**config.mk**
```make
export PLATFORM = sky130hd
export DESIGN_NAME = cell_voltage_sampler_flat
export DESIGN_NICKNAME = d
export VERILOG_FILES = /design/src/rtl/bms_pkg.sv /design/src/rtl/cell_voltage_sampler_if.sv /design/src/rtl/bms_cycle_timer.sv /design/src/rtl/cell_voltage_sampler.sv /design/src/flat_wrapper.sv
export SDC_FILE = /design/constraint.sdc
export NUM_CORES = 1
export LEC_CHECK = 0
export BUFFER_PORTS_ARGS = -buffer_cell sky130_fd_sc_hd__clkbuf_2
export CAP_MARGIN = 20
export CORE_UTILIZATION = 25
export CTS_CLUSTER_DIAMETER = 200
export CTS_CLUSTER_SIZE = 20
export DETAILED_ROUTE_END_ITERATION = 16
export PLACE_DENSITY = 0.43
export SLEW_MARGIN = 20
export SYNTH_ARGS = -nofsm -noshare
export SYNTH_HDL_FRONTEND = slang
export SYNTH_SLANG_ARGS = --single-unit
```
**constraint.sdc**
```tcl
create_clock -name clk -period 5.8 [get_ports clk]
set_clock_uncertainty 0.2 [all_clocks]
set_input_delay 0.29 -clock clk [delete_from_list [all_inputs] [get_ports clk]]
set_output_delay 0.29 -clock clk [all_outputs]
set_load 0.01 [all_outputs]
```
**src/rtl/bms_pkg.sv**
```systemverilog
// Shared BMS definitions: sampler FSM encoding, cell/channel numbering and ADC width.
package bms_pkg;

  localparam int NUM_CELLS = 3;
  localparam int ADC_W     = 12;
  localparam int CH_W      = 2;

  localparam logic [CH_W-1:0] CH_CELL1 = 2'd0;
  localparam logic [CH_W-1:0] CH_CELL2 = 2'd1;
  localparam logic [CH_W-1:0] CH_CELL3 = 2'd2;

  typedef enum logic [2:0] {
    ST_IDLE        = 3'd0,
    ST_START       = 3'd1,
    ST_CONVERT     = 3'd2,
    ST_PUBLISH     = 3'd3,
    ST_WAIT_PERIOD = 3'd4
  } sampler_state_t;

endpackage

```
**src/rtl/cell_voltage_sampler_if.sv**
```systemverilog
// Start/done handshake between the cell voltage sampler and a single-channel ADC.
interface cell_voltage_sampler_if;
  import bms_pkg::*;

  logic             adc_start;
  logic [CH_W-1:0]  adc_channel;
  logic             adc_done;
  logic [ADC_W-1:0] adc_data;

  modport master (output adc_start, adc_channel, input adc_done, adc_data);
  modport slave  (input adc_start, adc_channel, output adc_done, adc_data);

endinterface

```
**src/rtl/bms_cycle_timer.sv**
```systemverilog
// Loadable 16-bit up-counter; tc flags the last cycle of a limit-cycle interval.
module bms_cycle_timer (
  input  logic        clk,
  input  logic        rst,
  input  logic        load,
  input  logic        run,
  input  logic [15:0] limit,
  output logic        tc
);

  logic [15:0] count;

  always_ff @(posedge clk) begin
    if (rst || load) begin
      count <= '0;
    end else if (run) begin
      count <= count + 16'd1;
    end
  end

  assign tc = run && (count == limit - 16'd1);

endmodule

```
**src/rtl/cell_voltage_sampler.sv**
```systemverilog
// Periodically scans ADC channels 0..2 into shadow registers and publishes all three
// cell voltages together; a sticky fault flags a scan aborted on ADC timeout.
module cell_voltage_sampler
  import bms_pkg::*;
#(
  parameter int unsigned SAMPLE_PERIOD = 1000,
  parameter int unsigned ADC_TIMEOUT   = 255
) (
  input  logic                   clk,
  input  logic                   rst,
  input  logic                   enable,
  cell_voltage_sampler_if.master adc,
  output logic [ADC_W-1:0]       cell_1_voltage,
  output logic [ADC_W-1:0]       cell_2_voltage,
  output logic [ADC_W-1:0]       cell_3_voltage,
  output logic                   sample_valid,
  output logic                   adc_timeout_fault
);

  sampler_state_t   state, next_state;
  logic [CH_W-1:0]  index, next_index;
  logic [ADC_W-1:0] shadow [NUM_CELLS];
  logic             in_convert, in_wait;
  logic             adc_tc, period_tc;
  logic             capture, abort, publish, start_next;

  assign in_convert = (state == ST_CONVERT);
  assign in_wait    = (state == ST_WAIT_PERIOD);

  bms_cycle_timer u_adc_timer (
    .clk   (clk),
    .rst   (rst),
    .load  (!in_convert),
    .run   (in_convert),
    .limit (16'(ADC_TIMEOUT)),
    .tc    (adc_tc)
  );

  bms_cycle_timer u_period_timer (
    .clk   (clk),
    .rst   (rst),
    .load  (!in_wait),
    .run   (in_wait),
    .limit (16'(SAMPLE_PERIOD)),
    .tc    (period_tc)
  );

  always_ff @(posedge clk) begin
    if (rst) begin
      state <= ST_IDLE;
      index <= CH_CELL1;
    end else begin
      state <= next_state;
      index <= next_index;
    end
  end

  // Dropping enable overrides every other transition, including done and timeout.
  always_comb begin
    next_state = state;
    next_index = index;
    if (state != ST_IDLE && !enable) begin
      next_state = ST_IDLE;
      next_index = CH_CELL1;
    end else begin
      case (state)
        ST_IDLE: begin
          if (enable) begin
            next_state = ST_START;
            next_index = CH_CELL1;
          end
        end
        ST_START: next_state = ST_CONVERT;
        ST_CONVERT: begin
          if (adc.adc_done) begin
            if (index == CH_CELL3) begin
              next_state = ST_PUBLISH;
            end else begin
              next_state = ST_START;
              next_index = index + 2'd1;
            end
          end else if (adc_tc) begin
            next_state = ST_WAIT_PERIOD;
            next_index = CH_CELL1;
          end
        end
        ST_PUBLISH: begin
          next_state = ST_WAIT_PERIOD;
          next_index = CH_CELL1;
        end
        ST_WAIT_PERIOD: begin
          if (period_tc) next_state = ST_START;
        end
        default: begin
          next_state = ST_IDLE;
          next_index = CH_CELL1;
        end
      endcase
    end
  end

  always_comb begin
    capture    = in_convert && enable && adc.adc_done;
    abort      = in_convert && enable && !adc.adc_done && adc_tc;
    publish    = (state == ST_PUBLISH) && enable;
    start_next = (next_state == ST_START);
  end

  always_ff @(posedge clk) begin
    if (rst) begin
      adc.adc_start     <= 1'b0;
      sample_valid      <= 1'b0;
      adc_timeout_fault <= 1'b0;
      cell_1_voltage    <= '0;
      cell_2_voltage    <= '0;
      cell_3_voltage    <= '0;
    end else begin
      adc.adc_start <= start_next;
      sample_valid  <= publish;
      if (publish) begin
        cell_1_voltage    <= shadow[CH_CELL1];
        cell_2_voltage    <= shadow[CH_CELL2];
        cell_3_voltage    <= shadow[CH_CELL3];
        adc_timeout_fault <= 1'b0;
      end else if (abort) begin
        adc_timeout_fault <= 1'b1;
      end
    end
  end

  // Shadows are only ever published after a full scan rewrites all three.
  always_ff @(posedge clk) begin
    if (capture) shadow[index] <= adc.adc_data;
  end

  assign adc.adc_channel = index;

endmodule

```
**src/flat_wrapper.sv**
```systemverilog
// flat-port wrapper written by rule: the top's interface ports become plain ports
module cell_voltage_sampler_flat import bms_pkg::*;
#(
  parameter int unsigned SAMPLE_PERIOD = 1000,
  parameter int unsigned ADC_TIMEOUT   = 255
)
  (clk, rst, enable, cell_1_voltage, cell_2_voltage, cell_3_voltage, sample_valid, adc_timeout_fault, adc_adc_start, adc_adc_channel, adc_adc_done, adc_adc_data);
  cell_voltage_sampler_if adc_i ();
  input  logic clk;
  input  logic rst;
  input  logic enable;
  output logic [ADC_W-1:0] cell_1_voltage;
  output logic [ADC_W-1:0] cell_2_voltage;
  output logic [ADC_W-1:0] cell_3_voltage;
  output logic sample_valid;
  output logic adc_timeout_fault;
  output wire logic [$bits(adc_i.adc_start)-1:0] adc_adc_start;
  output wire logic [$bits(adc_i.adc_channel)-1:0] adc_adc_channel;
  input wire logic [$bits(adc_i.adc_done)-1:0] adc_adc_done;
  input wire logic [$bits(adc_i.adc_data)-1:0] adc_adc_data;
  assign adc_adc_start = adc_i.adc_start;
  assign adc_adc_channel = adc_i.adc_channel;
  assign adc_i.adc_done = adc_adc_done;
  assign adc_i.adc_data = adc_adc_data;
  cell_voltage_sampler #(.SAMPLE_PERIOD(SAMPLE_PERIOD), .ADC_TIMEOUT(ADC_TIMEOUT)) u_core (.clk(clk), .rst(rst), .enable(enable), .adc(adc_i), .cell_1_voltage(cell_1_voltage), .cell_2_voltage(cell_2_voltage), .cell_3_voltage(cell_3_voltage), .sample_valid(sample_valid), .adc_timeout_fault(adc_timeout_fault));
endmodule
```
### After elaboration in Yosys (flattened, before gate mapping)

Memory sizes are Yosys's and may differ from the RTL's. A register that Yosys moved wholly into a read port is not among the register bits.
Cells that the tools add are included.

| word-level totals | value |
|---|---|
| register bits | 40 |
| bits in writable memories | 36 |
| input bits | 16 |
| output and inout port bits | 41 |
| word-level logic and storage cells | 57 |
| memories kept | 1 |

| cells by class | value |
|---|---|
| $add $sub $neg | 3 |
| equal/unequal tests | 11 |
| muxes and demuxes | 14 |
| bitwise operators | 1 |
| reductions and logical operators | 20 |

Memory list:

| name | words | bits a word | rd ports | clocked after Yosys merged registers in | write ports | line | text |
|---|---|---|---|---|---|---|---|
| u_core.shadow | 3 | 12 | 3 | 3 | 1 | cell_voltage_sampler.sv:22 | `logic [ADC_W-1:0] shadow [NUM_CELLS];` |

Operators with widths:

| operator | number |
|---|---|
| $add A16 B1 Y16 const B | 2 |
| $eq A16 B10 Y1 const B | 1 |
| $eq A16 B8 Y1 const B | 1 |
| $mux W3 | 5 |
| $pmux W3 S5 | 1 |
| $mux W2 | 5 |
| $logic_and A1 B1 Y1 | 8 |
| $eq A3 B1 Y1 const B | 2 |
| $eq A3 B2 Y1 const B | 2 |
| $ne A3 B3 Y1 const B | 2 |
| $pmux W2 S3 | 1 |
| $reduce_or A2 Y1 | 3 |
| $logic_not A1 Y1 | 4 |
| $reduce_and A4 Y1 | 1 |
| $eq A3 B3 Y1 const B | 1 |
| $logic_not A3 Y1 | 1 |
| $reduce_bool A3 Y1 | 1 |
| $add A2 B1 Y2 const B | 1 |
| $eq A2 B2 Y1 const B | 1 |
| $logic_or A1 B1 Y1 | 2 |
| $mux W1 | 2 |
| $ne A2 B2 Y1 const B | 1 |
| $not A1 Y1 | 1 |

### Logic depth before layout (Yosys ltp)

Gate-level depths: netlist of the first run.

| logic depth | value |
|---|---|
| word-level depth | 7 |
| mapped depth | 7 |
| mapped depth without buffers | 6 |

### By module

From an unflattened synthesis of the first run, not the netlist that was laid out.

| second synthesis, totals | value |
|---|---|
| cell total of the unflattened synthesis | 485 |
| area, all modules | 5225.0 um2 |

By module, submodules not included:

| module | times used | cells an instance | area each (um2) | sequential area each (um2) |
|---|---|---|---|---|
| cell_voltage_sampler | 1 | 179 | 2742.6 | 1961.9 |
| bms_cycle_timer | 2 | 153 | 1241.2 | 320.3 |

### Worst setup path after synthesis of the first run

Ideal clock, no wire load.

| path | value |
|---|---|
| path kind | register to register |
| from | reg u_core.state[2] |
| to | mem u_core.shadow[0][0] (enable) |
| library setup time | 0.355 ns |
| data arrival time | 1.268 ns |
| data required time | 5.245 ns |
| setup slack | 3.977 ns |
| cell stages (with the launch flop) | 5 |
| path buffers | 1 |
| clock period less this slack | 1.823 ns |
| path through | dfxtp_1 -> buf_6 -> nor3b_4 -> and2_1 -> and3_1 |

| on the way | value |
|---|---|
| cells in the longest elaborated chain, start to end | 5 |

RTL lines:

| what | line | text |
|---|---|---|
| from (decl) | cell_voltage_sampler.sv:20 | `sampler_state_t state, next_state;` |
| from (signal assigned) | cell_voltage_sampler.sv:53 | `state <= next_state;` |
| $eq A3 B2 Y1 | cell_voltage_sampler.sv:27 | `assign in_convert = (state == ST_CONVERT);` |
| $logic_and A1 B1 Y1 (2 in a row) | cell_voltage_sampler.sv:103 | `capture = in_convert && enable && adc.adc_done;` |
| $mux W1 | cell_voltage_sampler.sv:133 | `if (capture) shadow[index] <= adc.adc_data;` |
| $mux W1 (implied by the code) | cell_voltage_sampler.sv:133 |  |
| to (decl) | cell_voltage_sampler.sv:22 |  |

No other way between the ends.

### Final worst setup path of the first run

| path | value |
|---|---|
| from | reg u_core.state[1] |
| to | mem u_core.shadow[1][7] (enable) |

Same word-level chain as after synthesis.

==> run summary, run 1 <==
WP data required -> 5.59 ns
sequential share of the synthesized area -> 0.603
post-synth top area cell -> dfxtp_1
ANT cells -> 0
vias in the first global route -> 3066
Critical Path Fanout Max -> 12
Fin. Hold Viols -> 0
Mapped Cells -> 425
status -> completed
minimum clock period -> 2.39 ns
CTS clk-pin slew, worst paths -> 0.07 ns
initial DRC count -> 135
Clock Tree Root -> clkbuf_16
WL/cell -> 13.5 µm
Critical Path End Type -> register
Final nets -> 511
Synth Warn # -> 0
Sinks on Clock Net -> 112
# IOs -> 57
cell with the most instances after synthesis -> nand2_1
Post-Route WL -> 9630 µm
critical path class -> register to register
post-synthesis net count -> 447
leakage power total -> 1.82 nW
layout cell share with drive strength beyond 1 -> 0.162
Yosys cell types -> 43
fillcell total -> 1768
clock latency at the later pin of the worst-skew pair -> 0.36 ns
Syn Std Cell Area -> 4320 µm²
global-route wire length before repair -> 15600 µm
CP arrival -> 2.18 ns
PortBufs -> 56
hold path startpoint -> adc_adc_done
Bufs on Longest Clock Path -> 2
row count -> 47
Setup TNS -> 0 ns
TritonRoute pass-1 iters -> 4
pre-CTS setup slack -> 3.41 ns
DIE WIDTH -> 133 µm
pwr/cell area -> 286 nW/µm²
Synth top cells by count -> 94 x nand2_1, 76 x dfxtp_1, 47 x a21oi_1
post-cts resize count -> 0
CTS tree -> done
syn_area_per_cell -> 10.2 µm²
fin. max-slew vios -> 0
Area growth syn-to-layout -> 20.7%
post-synthesis register bit count -> 112
final worst slack -> 3.41 ns
Detailed Place HPWL -> 6670 µm
RSZ-0062 raised after global routing -> false
htree depth -> 3
Reg2Reg Launch Point -> u_core.state[1]
multi-input logic area -> 1600 µm²
synth top area cells -> dfxtp_1 35%, edfxtp_1 25%, nand2_1 8.2%
number of synthesized flops with an enable pin -> 36
Routed Antenna Nets -> 0
core area -> 16700 µm²
area occupied by registers -> 2600 µm²
detailed-route via count -> 3123
final RePlAce weighted congestion -> 0.732
largest net degree at the start of global routing -> 43
CP Launch Type -> register
Num CTS Buffers -> 9
antenna violations before repair -> 0
worst hold slack -> 0.177 ns
Chip Height -> 133 µm
Synth Flop Type -> dfxtp_1
Max Fclk -> 419 MHz
Initial Util -> 0.259
total congestion overflow -> 0
final setup violating endpoints -> 0
Hold Path Class -> input port to register
CP Launch Point -> u_core.state[1]
Worst slew margin -> 0.401
# DRC -> 0
Die Area -> 17800 µm²
Synth top area share -> 0.352
worst-margin pin slew -> 0.899 ns
Max VDD drop -> 0.143 mV
Post-synth ARST share -> 0
Max-Cap Viols -> 0
Via density -> 4.37
Total GRT Usage -> 0.114
fin crit share -> 0.412
critical path: stages, from the launching register on:
cell and delay (ns):
dfxtp_1 0.61, nor3b_4 0.40, and2_1 0.24, and3_1 0.57
timing repair:
action / 4_1_cts / 5_1_grt
buffers inserted: 0 / 0
hold endpoints to repair: 36 / 0
hold buffers: 12 / 0
final timing paths:
| kind | slack [ns] | to | depth (start not counted) |
|---|---|---|---|
| worst max register to register | 3.41 | u_core.shadow[1][7] | 3 |
| worst min-delay path | 0.18 | u_core.adc.adc_channel[0] | 3 |
| worst max-delay path | 3.41 | u_core.shadow[1][7] | 3 |
| worst min register to register | 0.24 | u_core.u_period_timer.count[0] | 1 |
cell families after synthesis:
family                   count (synthesis)  share of synthesized area
AND/OR/NAND/NOR                        195                      0.222
XOR/XNOR                                15                     0.0304
AO/OA/AOI/OAI                           71                     0.0942
multiplexers                             3                    0.00695
flip-flops                             112                      0.603
adder cells (fa/ha/maj)                  6                     0.0174
buffers and inverters                   23                     0.0264
per-layer routing:
layer | part of all wire | vias up | GRT usage
met4 | 0.014 | 0 | 0.0436
met5 | 0 | - | 0
met3 | 0.047 | 13 | 0.0358
met2 | 0.46 | 55 | 0.184
met1 | 0.48 | 1435 | 0.141
li1 | - | 1620 | -
metrics by stage:
stage | util | power, mW | area [µm²] | cells
2_1_floorplan | - | 0.875 | 4320 | 425
3_3_place_gp | 0.287 | 0.893 | 4800 | 686
3_5_place_dp | 0.287 | 0.893 | 4800 | 686
4_1_cts | 0.312 | 1.52 | 5210 | 714
5_1_grt | 0.312 | 1.55 | 5210 | 714
6_report | 0.312 | 1.49 | 5210 | 714
registers in the layout, indices dropped and copies added (netlist names):
name                         cells
u_core.shadow                   36
u_core.adc_timeout_fault         1
cell_3_voltage                  12
cell_2_voltage                  12
u_core.sample_valid              1
cell_1_voltage                  12
u_core.adc.adc_channel           2
u_core.u_period_timer.count     16
u_core.state                     3
u_core.adc.adc_start             1
u_core.u_adc_timer.count        16
layout make-up:
cell class,instances,share of cell area
Timing Repair Buffer,70,0.0797
Multi-Input combinational cell,290,0.307
Clock buffer,11,0.0466
Sequential cell,112,0.499
Clock inverter,5,0.0101
Inverter,6,0.00432
Tap cell,220,0.0528
where the power goes:
group	switching, mW	internal [mW]
Sequential	0.00912	0.814
Combinational	0.0334	0.0238
Clock	0.299	0.312
placed cells by master, fill, tap and decap left out, types with 3 or more instances in the layout:
cell type | Yosys | layout
a31oi_1 | 5 | 5
ha_1 | 6 | 6
mux2i_1 | 3 | 3
nand2b_1 | 4 | 4
xor2_1 | 9 | 9
a21oi_1 | 47 | 47
nand3_1 | 12 | 12
nand2_1 | 94 | 94
dlygate4sd3_1 | 0 | 12
inv_1 | 6 | 6
o21ai_0 | 7 | 7
or4_1 | 3 | 3
or3_1 | 4 | 4
and4_1 | 4 | 4
nand4_1 | 7 | 7
dfxtp_1 | 76 | 76
o31ai_1 | 3 | 3
nor3_1 | 9 | 9
clkbuf_16 | 0 | 9
and3_1 | 12 | 12
edfxtp_1 | 36 | 36
nor2_1 | 28 | 28
clkbuf_2 | 0 | 56
xnor2_1 | 6 | 6
and2_1 | 3 | 3
No activity file was read; power rests on OpenSTA's default activity.
==> inputs of run 2 (changes only) <==
--- a/config.mk
+++ b/config.mk
@@ -5,13 +5,14 @@
 export SDC_FILE = /design/constraint.sdc
 export NUM_CORES = 1
 export LEC_CHECK = 0
+export ABC_AREA = 1
 export BUFFER_PORTS_ARGS = -buffer_cell sky130_fd_sc_hd__clkbuf_2
 export CAP_MARGIN = 20
 export CORE_UTILIZATION = 25
 export CTS_CLUSTER_DIAMETER = 200
 export CTS_CLUSTER_SIZE = 20
 export DETAILED_ROUTE_END_ITERATION = 16
-export PLACE_DENSITY = 0.43
+export PLACE_DENSITY = 0.44
 export SLEW_MARGIN = 20
 export SYNTH_ARGS = -nofsm -noshare
 export SYNTH_HDL_FRONTEND = slang
==> constraint.sdc (replaced) <==
create_clock -name clk -period 1.98 [get_ports clk]
set_clock_uncertainty 0.2 [all_clocks]
set_input_delay 0.099 -clock clk [delete_from_list [all_inputs] [get_ports clk]]
set_output_delay 0.099 -clock clk [all_outputs]
set_load 0.01 [all_outputs]
==> run summary, run 2 <==
area occupied by registers -> 2600 µm²
R2R Path End -> u_core.shadow[1][2]
Critical Path End Type -> register
Hold Path Class -> input port to register
Util after Layout -> 0.310
Max Fclk -> 579 MHz
post-synthesis register bit count -> 112
clock latency at the later pin of the worst-skew pair -> 0.36 ns
critical path class -> register to register
minimum clock period -> 1.73 ns
CP Launch Type -> register
# DRC -> 0
Initial Util -> 0.255
initial DRC count -> 215
Reg2Reg Setup Slack -> 0.25 ns
Final nets -> 599
RSZ-0062 raised after global routing -> false
Synth Flop Type -> dfxtp_1
syn_area_per_cell -> 8.76 µm²
synth top area cells -> dfxtp_1 35%, edfxtp_1 25%, nand2_1 11%
CP Buf/Inv Count -> 2
total congestion overflow -> 0
ANT cells -> 0
Crit path largest cell delay -> 0.35 ns
WP data required -> 1.84 ns
Synth Warn # -> 0
most used cell, CP -> nor2_1
Area growth syn-to-layout -> 21.5%
Fin. Hold Viols -> 0
Post-synth ARST share -> 0
Via density -> 4.23
hold path startpoint -> enable
htree depth -> 3
leakage power total -> 2.18 nW
Detailed Place HPWL -> 7070 µm
antenna violations before repair -> 0
Finished Layout Cells -> 807
Max-Cap Viols -> 0
global-route wire length before repair -> 16100 µm
Synth top area share -> 0.346
Crit path max-delay family -> simple AND/OR/NAND/NOR gates
Top reg by flops -> u_core.shadow
status -> completed
dpl cell area -> 4930 µm²
largest net degree at the start of global routing -> 38
Synth top cells by count -> 133 x nand2_1, 76 x dfxtp_1, 57 x nand3_1
CP arrival -> 1.58 ns
Sinks on Clock Net -> 112
# IOs -> 57
row count -> 48
max reg flops -> 36
PortBufs -> 56
post-synth top area cell -> dfxtp_1
fillcell total -> 1818
Clock Tree Root -> clkbuf_16
final setup violating endpoints -> 0
CP Launch Point -> u_core.state[0]
WL/cell -> 12.3 µm
Critical Path Sink -> u_core.shadow[1][2]
Routed Antenna Nets -> 0
commonest non-fill, non-tap cells in the layout -> 133 x nand2_1, 76 x dfxtp_1, 57 x nand3_1
Syn Std Cell Area -> 4400 µm²
Num CTS Buffers -> 9
Yosys cell types -> 26
pre-CTS setup slack -> 0.248 ns
sequential share of the synthesized area -> 0.592
Bufs on Longest Clock Path -> 2
biggest regs -> u_core.shadow x36, u_core.u_adc_timer.count x16, u_core.u_period_timer.count x16
Chip Height -> 135 µm
Mapped Cells -> 502
CTS clk-pin slew, worst paths -> 0.07 ns
cell area after layout -> 5340 µm²
TritonRoute pass-1 iters -> 4
vias in the first global route -> 3216
worst path cell trace -> inv_1 > nand3_2 > nor2_1 > nand2_1 > nor2_1 > buf_4
detailed-route via count -> 3413
number of synthesized flops with an enable pin -> 36
Total GRT Usage -> 0.115
layout cell share with drive strength beyond 1 -> 0.167
Setup TNS -> 0 ns
worst-margin pin slew -> 0.649 ns
Critical Path Fanout Max -> 12
CTS tree -> done
WP depth -> 6
placed instance count -> 777
commonest non-fill, non-tap cell in the layout -> nand2_1
fin. max-slew vios -> 0
fin crit share -> 0.872
final worst slack -> 0.253 ns
DIE WIDTH -> 135 µm
core area -> 17200 µm²
multi-input logic area -> 1500 µm²
Max VDD drop -> 0.400 mV
Die Area -> 18100 µm²
final RePlAce weighted congestion -> 0.827
pwr/cell area -> 810 nW/µm²
Worst R2R Path Depth -> 6
cell with the most instances after synthesis -> nand2_1
post-synthesis net count -> 524
Reg2Reg Launch Point -> u_core.state[0]
post-CTS setup buffer count -> 0
Post-Route WL -> 9900 µm
slowest stage cell, crit path -> dfxtp_1
Worst slew margin -> 0.567
run 2: cell count changes after synthesis, moves of 10 or more:
cell,delta
inv_1,+44
and3_1,-12
nand2_1,+39
nor2_1,+25
nand3_1,+45
clkbuf_1,-10
a21oi_1,-29
run 2: cell type report:
| cell class | count | share of cell area |
|---|---|---|
| Clock buffer | 10 | 0.0429 |
| Tap cell | 225 | 0.0527 |
| Timing Repair Buffer | 76 | 0.0871 |
| Clock inverter | 6 | 0.00820 |
| Multi-Input combinational cell | 321 | 0.281 |
| Sequential cell | 112 | 0.487 |
| Inverter | 57 | 0.0410 |
run 2: stage by stage:
| stage | power (mW) | hold slack [ns] |
|---|---|---|
| global route | 4.48 | 0.0673 |
| finish | 4.33 | 0.0216 |
| CTS | 4.39 | 0.00846 |
| global placement | 2.64 | 0.117 |
| floorplan | 2.56 | -0.00213 |
| detailed placement | 2.64 | 0.119 |
run 2: cell families after synthesis:
family | share of synthesized area
adders and majority gates | 0.0171
buffers and inverters | 0.0669
AOI/OAI and AO/OA | 0.0470
DFF | 0.592
and+or+nand+nor | 0.271
xor gates and xnor gates | 0.00598
run 2: worst min path at each step:
stage,endpoint,slack [ns],cells after the start
2_1_floorplan,u_core.shadow[0][0],-0.002,0
3_3_place_gp,u_core.shadow[0][3],0.12,1
3_5_place_dp,u_core.shadow[2][3],0.12,1
4_1_cts,u_core.adc.adc_start,0.008,4
5_1_grt,u_core.adc.adc_start,0.07,4
6_report,u_core.adc.adc_start,0.02,4
run 2: power breakdown:
part           internal [mW]  leakage, nW  switching, mW  total (mW)
sequential              2.39        0.937         0.0210        2.41
clock                  0.862        0.128          0.859        1.72
combinational         0.0749         1.12          0.121       0.196
total                   3.33         2.18           1.00        4.33
run 2: per-layer routing:
metal | up-vias | track usage | part of all wire | wire length, µm
li1 | 1775 | - | - | -
met1 | 1562 | 0.146 | 0.50 | 4920
met2 | 62 | 0.186 | 0.45 | 4410
met3 | 14 | 0.0229 | 0.036 | 359
met4 | 0 | 0.0599 | 0.021 | 206
met5 | - | 0 | 0 | 0
run 2: what timing repair did:
item	in CTS	in global routing
gates resized for setup	0	0
hold buffers	14	0
endpoints found under the hold margin	43	0
run 2: tightest hold or removal path, delay by kind of cell:
family	cells	cell delay, ns
buf+inv	2	0.25
simple gates	1	0.11
compound gates	1	0.07
==> inputs of run 3 (changes only) <==
--- a/config.mk
+++ b/config.mk
@@ -8,12 +8,13 @@
 export ABC_AREA = 1
 export BUFFER_PORTS_ARGS = -buffer_cell sky130_fd_sc_hd__clkbuf_2
 export CAP_MARGIN = 20
-export CORE_UTILIZATION = 25
+export CORE_UTILIZATION = 35
 export CTS_CLUSTER_DIAMETER = 200
 export CTS_CLUSTER_SIZE = 20
 export DETAILED_ROUTE_END_ITERATION = 16
-export PLACE_DENSITY = 0.44
+export PLACE_DENSITY = 0.56
 export SLEW_MARGIN = 20
 export SYNTH_ARGS = -nofsm -noshare
 export SYNTH_HDL_FRONTEND = slang
+export SYNTH_HIERARCHICAL = 1
 export SYNTH_SLANG_ARGS = --single-unit
==> run summary, run 3 <==
Top reg by flops -> u_core/shadow
Total GRT Usage -> 0.156
WL/cell -> 10.8 µm
Die Area -> 16500 µm²
status -> complete, but fails checks
ANT cells -> 0
post-synthesis register bit count -> 112
Synth top area share -> 0.272
cell with the most instances after synthesis -> nand2_1
TritonRoute pass-1 iters -> 4
DIE WIDTH -> 128 µm
htree depth -> 3
pwr/cell area -> 657 nW/µm²
Syn Std Cell Area -> 5590 µm²
Fin. Hold Viols -> 0
Finished Layout Cells -> 1144
Max Fclk -> 502 MHz
CTS tree -> done
fin crit share -> 1.01
minimum clock period -> 1.99 ns
Post-synth ARST share -> 0
xor and xnor area share after synthesis -> 0.0519
syn_area_per_cell -> 7.76 µm²
post-synthesis simple-gate area fraction -> 0.349
synth top area cells -> dfxtp_1 27%, edfxtp_1 19%, nand2_1 14%
Sinks on Clock Net -> 112
biggest regs -> u_core/shadow x36, u_core/u_adc_timer/count x16, u_core/u_period_timer/count x16
antenna violations before repair -> 0
row count -> 45
RSZ-0062 raised after global routing -> true
final RePlAce weighted congestion -> 0.810
Detailed Place HPWL -> 9100 µm
PortBufs -> 56
post-synth top area cell -> dfxtp_1
number of synthesized flops with an enable pin -> 36
# IOs -> 57
total congestion overflow -> 0
commonest non-fill, non-tap cell in the layout -> nand2_1
post-synthesis mux area share -> 0
sequential share of the synthesized area -> 0.466
Post-Route WL -> 12300 µm
CP arrival -> 2.03 ns
placed instance count -> 1107
Mapped Cells -> 720
Setup TNS -> -0.0361 ns
Post-Synth Adder-Cell Area -> 0.0157
fin. max-slew vios -> 0
Critical Path Fanout Max -> 5
layout cell share with drive strength beyond 1 -> 0.179
Chip Height -> 128 µm
Initial Util -> 0.364
Final nets -> 951
dominant combinational cell family by area after synthesis -> simple AND/OR/NAND/NOR gates
leakage power total -> 3.37 nW
core area -> 15400 µm²
initial DRC count -> 201
max reg flops -> 36
global-route wire length before repair -> 20300 µm
Critical Path End Type -> register
Synth Warn # -> 6
Hold Path Class -> register to register
Synth top cells by count -> 211 x nand2_1, 80 x nand3_1, 79 x nor2_1
final setup violating endpoints -> 3
Num CTS Buffers -> 9
Synth Flop Type -> dfxtp_1
detailed-route via count -> 4804
Via density -> 4.20
Clock Tree Root -> clkbuf_16
critical path class -> register to register
# DRC -> 0
vias in the first global route -> 4280
pre-CTS setup slack -> -0.0581 ns
Routed Antenna Nets -> 0
largest net degree at the start of global routing -> 39
final worst slack -> -0.0130 ns
Max VDD drop -> 0.454 mV
Synth Area in Compound Gates -> 0.0499
Yosys cell types -> 35
Max-Cap Viols -> 0
Tot Pwr -> 4.81 mW
WP data required -> 2.02 ns
CP Launch Type -> register
CTS clk-pin slew, worst paths -> 0.07 ns
commonest non-fill, non-tap cells in the layout -> 208 x nand2_1, 96 x conb_1, 80 x nand3_1
Bufs on Longest Clock Path -> 2
Area growth syn-to-layout -> 31.0%
failing checks -> setup timing
clock latency at the later pin of the worst-skew pair -> 0.34 ns
[run 3: cell count changes after synthesis, moves of 8 or more]
cell,delta
nand2_1,+78
nor3_1,+8
xnor2_1,+19
nand3_1,+23
a21oi_1,+12
nor2_1,+26
inv_1,+21
[run 3: stage by stage]
step,hold slack (ns),instance area [µm²],util
final,0.230,7320,0.476
after global routing,0.259,7320,0.476
after floorplan,-0.00213,5960,-
after global placement,0.106,6710,0.437
after detailed placement,0.109,6710,0.437
after CTS,0.231,7220,0.470
[run 3: timing repair]
| action | in CTS | in global routing |
|---|---|---|
| hold buffers | 15 | 0 |
| endpoints found under the hold margin | 42 | 0 |
| pin swaps | 3 | 18 |
| buffers inserted | 1 | 6 |
| endpoints found under the setup margin | 7 | 16 |
| gates resized for setup | 3 | 19 |
[run 3: layout make-up]
type,instances,area [µm²]
Clock buffer,10,239
Fill cell,1530,8050
Tap cell,211,264
Multi-Input combinational cell,616,3040
Clock inverter,6,103
Inverter,75,284
Timing Repair Buffer,114,782
Sequential cell,112,2610
[run 3: where the power goes]
part	switching (mW)	internal, mW
clock	0.848	1.16
combinational	0.229	0.165
sequential	0.0173	2.38
[run 3: cell families (layout without fill, tap and decap cells)]
logic type / Yosys count / count (layout)
AOI/OAI and AO/OA: 53 / 53
xor gates and xnor gates: 30 / 30
adders and majority gates: 7 / 7
buffers and inverters: 86 / 205
DFF: 112 / 112
other: 2 / 96
and+or+nand+nor: 430 / 430
[run 3: critical path, cell delays in order (launching register included)]
cell and delay [ns]:
dfxtp_2 0.33, inv_2 0.07, nand2_4 0.06, nor2_4 0.11, inv_2 0.05, a21oi_2 0.09, nand3_1 0.09, nor2_1 0.09
nand3_1 0.07, nor2_1 0.10, nand3_1 0.07, nor2_1 0.09, inv_1 0.07, nand2_1 0.07, nand2_2 0.06, nand3_4 0.11
nand3_1 0.08, nand2_1 0.08, nor2_1 0.03
[run 3: layer usage]
layer	vias up	share of wire	global-route usage
met5	-	0	0
met4	0	0.0088	0.0394
met3	10	0.023	0.0287
met2	52	0.48	0.264
met1	2091	0.49	0.205
li1	2651	-	-
[run 3: path summary, 6_finish.rpt]
check / from / to / slack [ns] / cells past startpoint
worst max-delay path: u_core/state[2] / u_core/adc.adc_channel[0] / -0.01 / 18
worst max register to register: u_core/state[2] / u_core/adc.adc_channel[0] / -0.01 / 18
worst min register to register: u_core/shadow[0][0] / u_core/cell_1_voltage[0] / 0.23 / 2
worst min-delay path: u_core/shadow[0][0] / u_core/cell_1_voltage[0] / 0.23 / 2
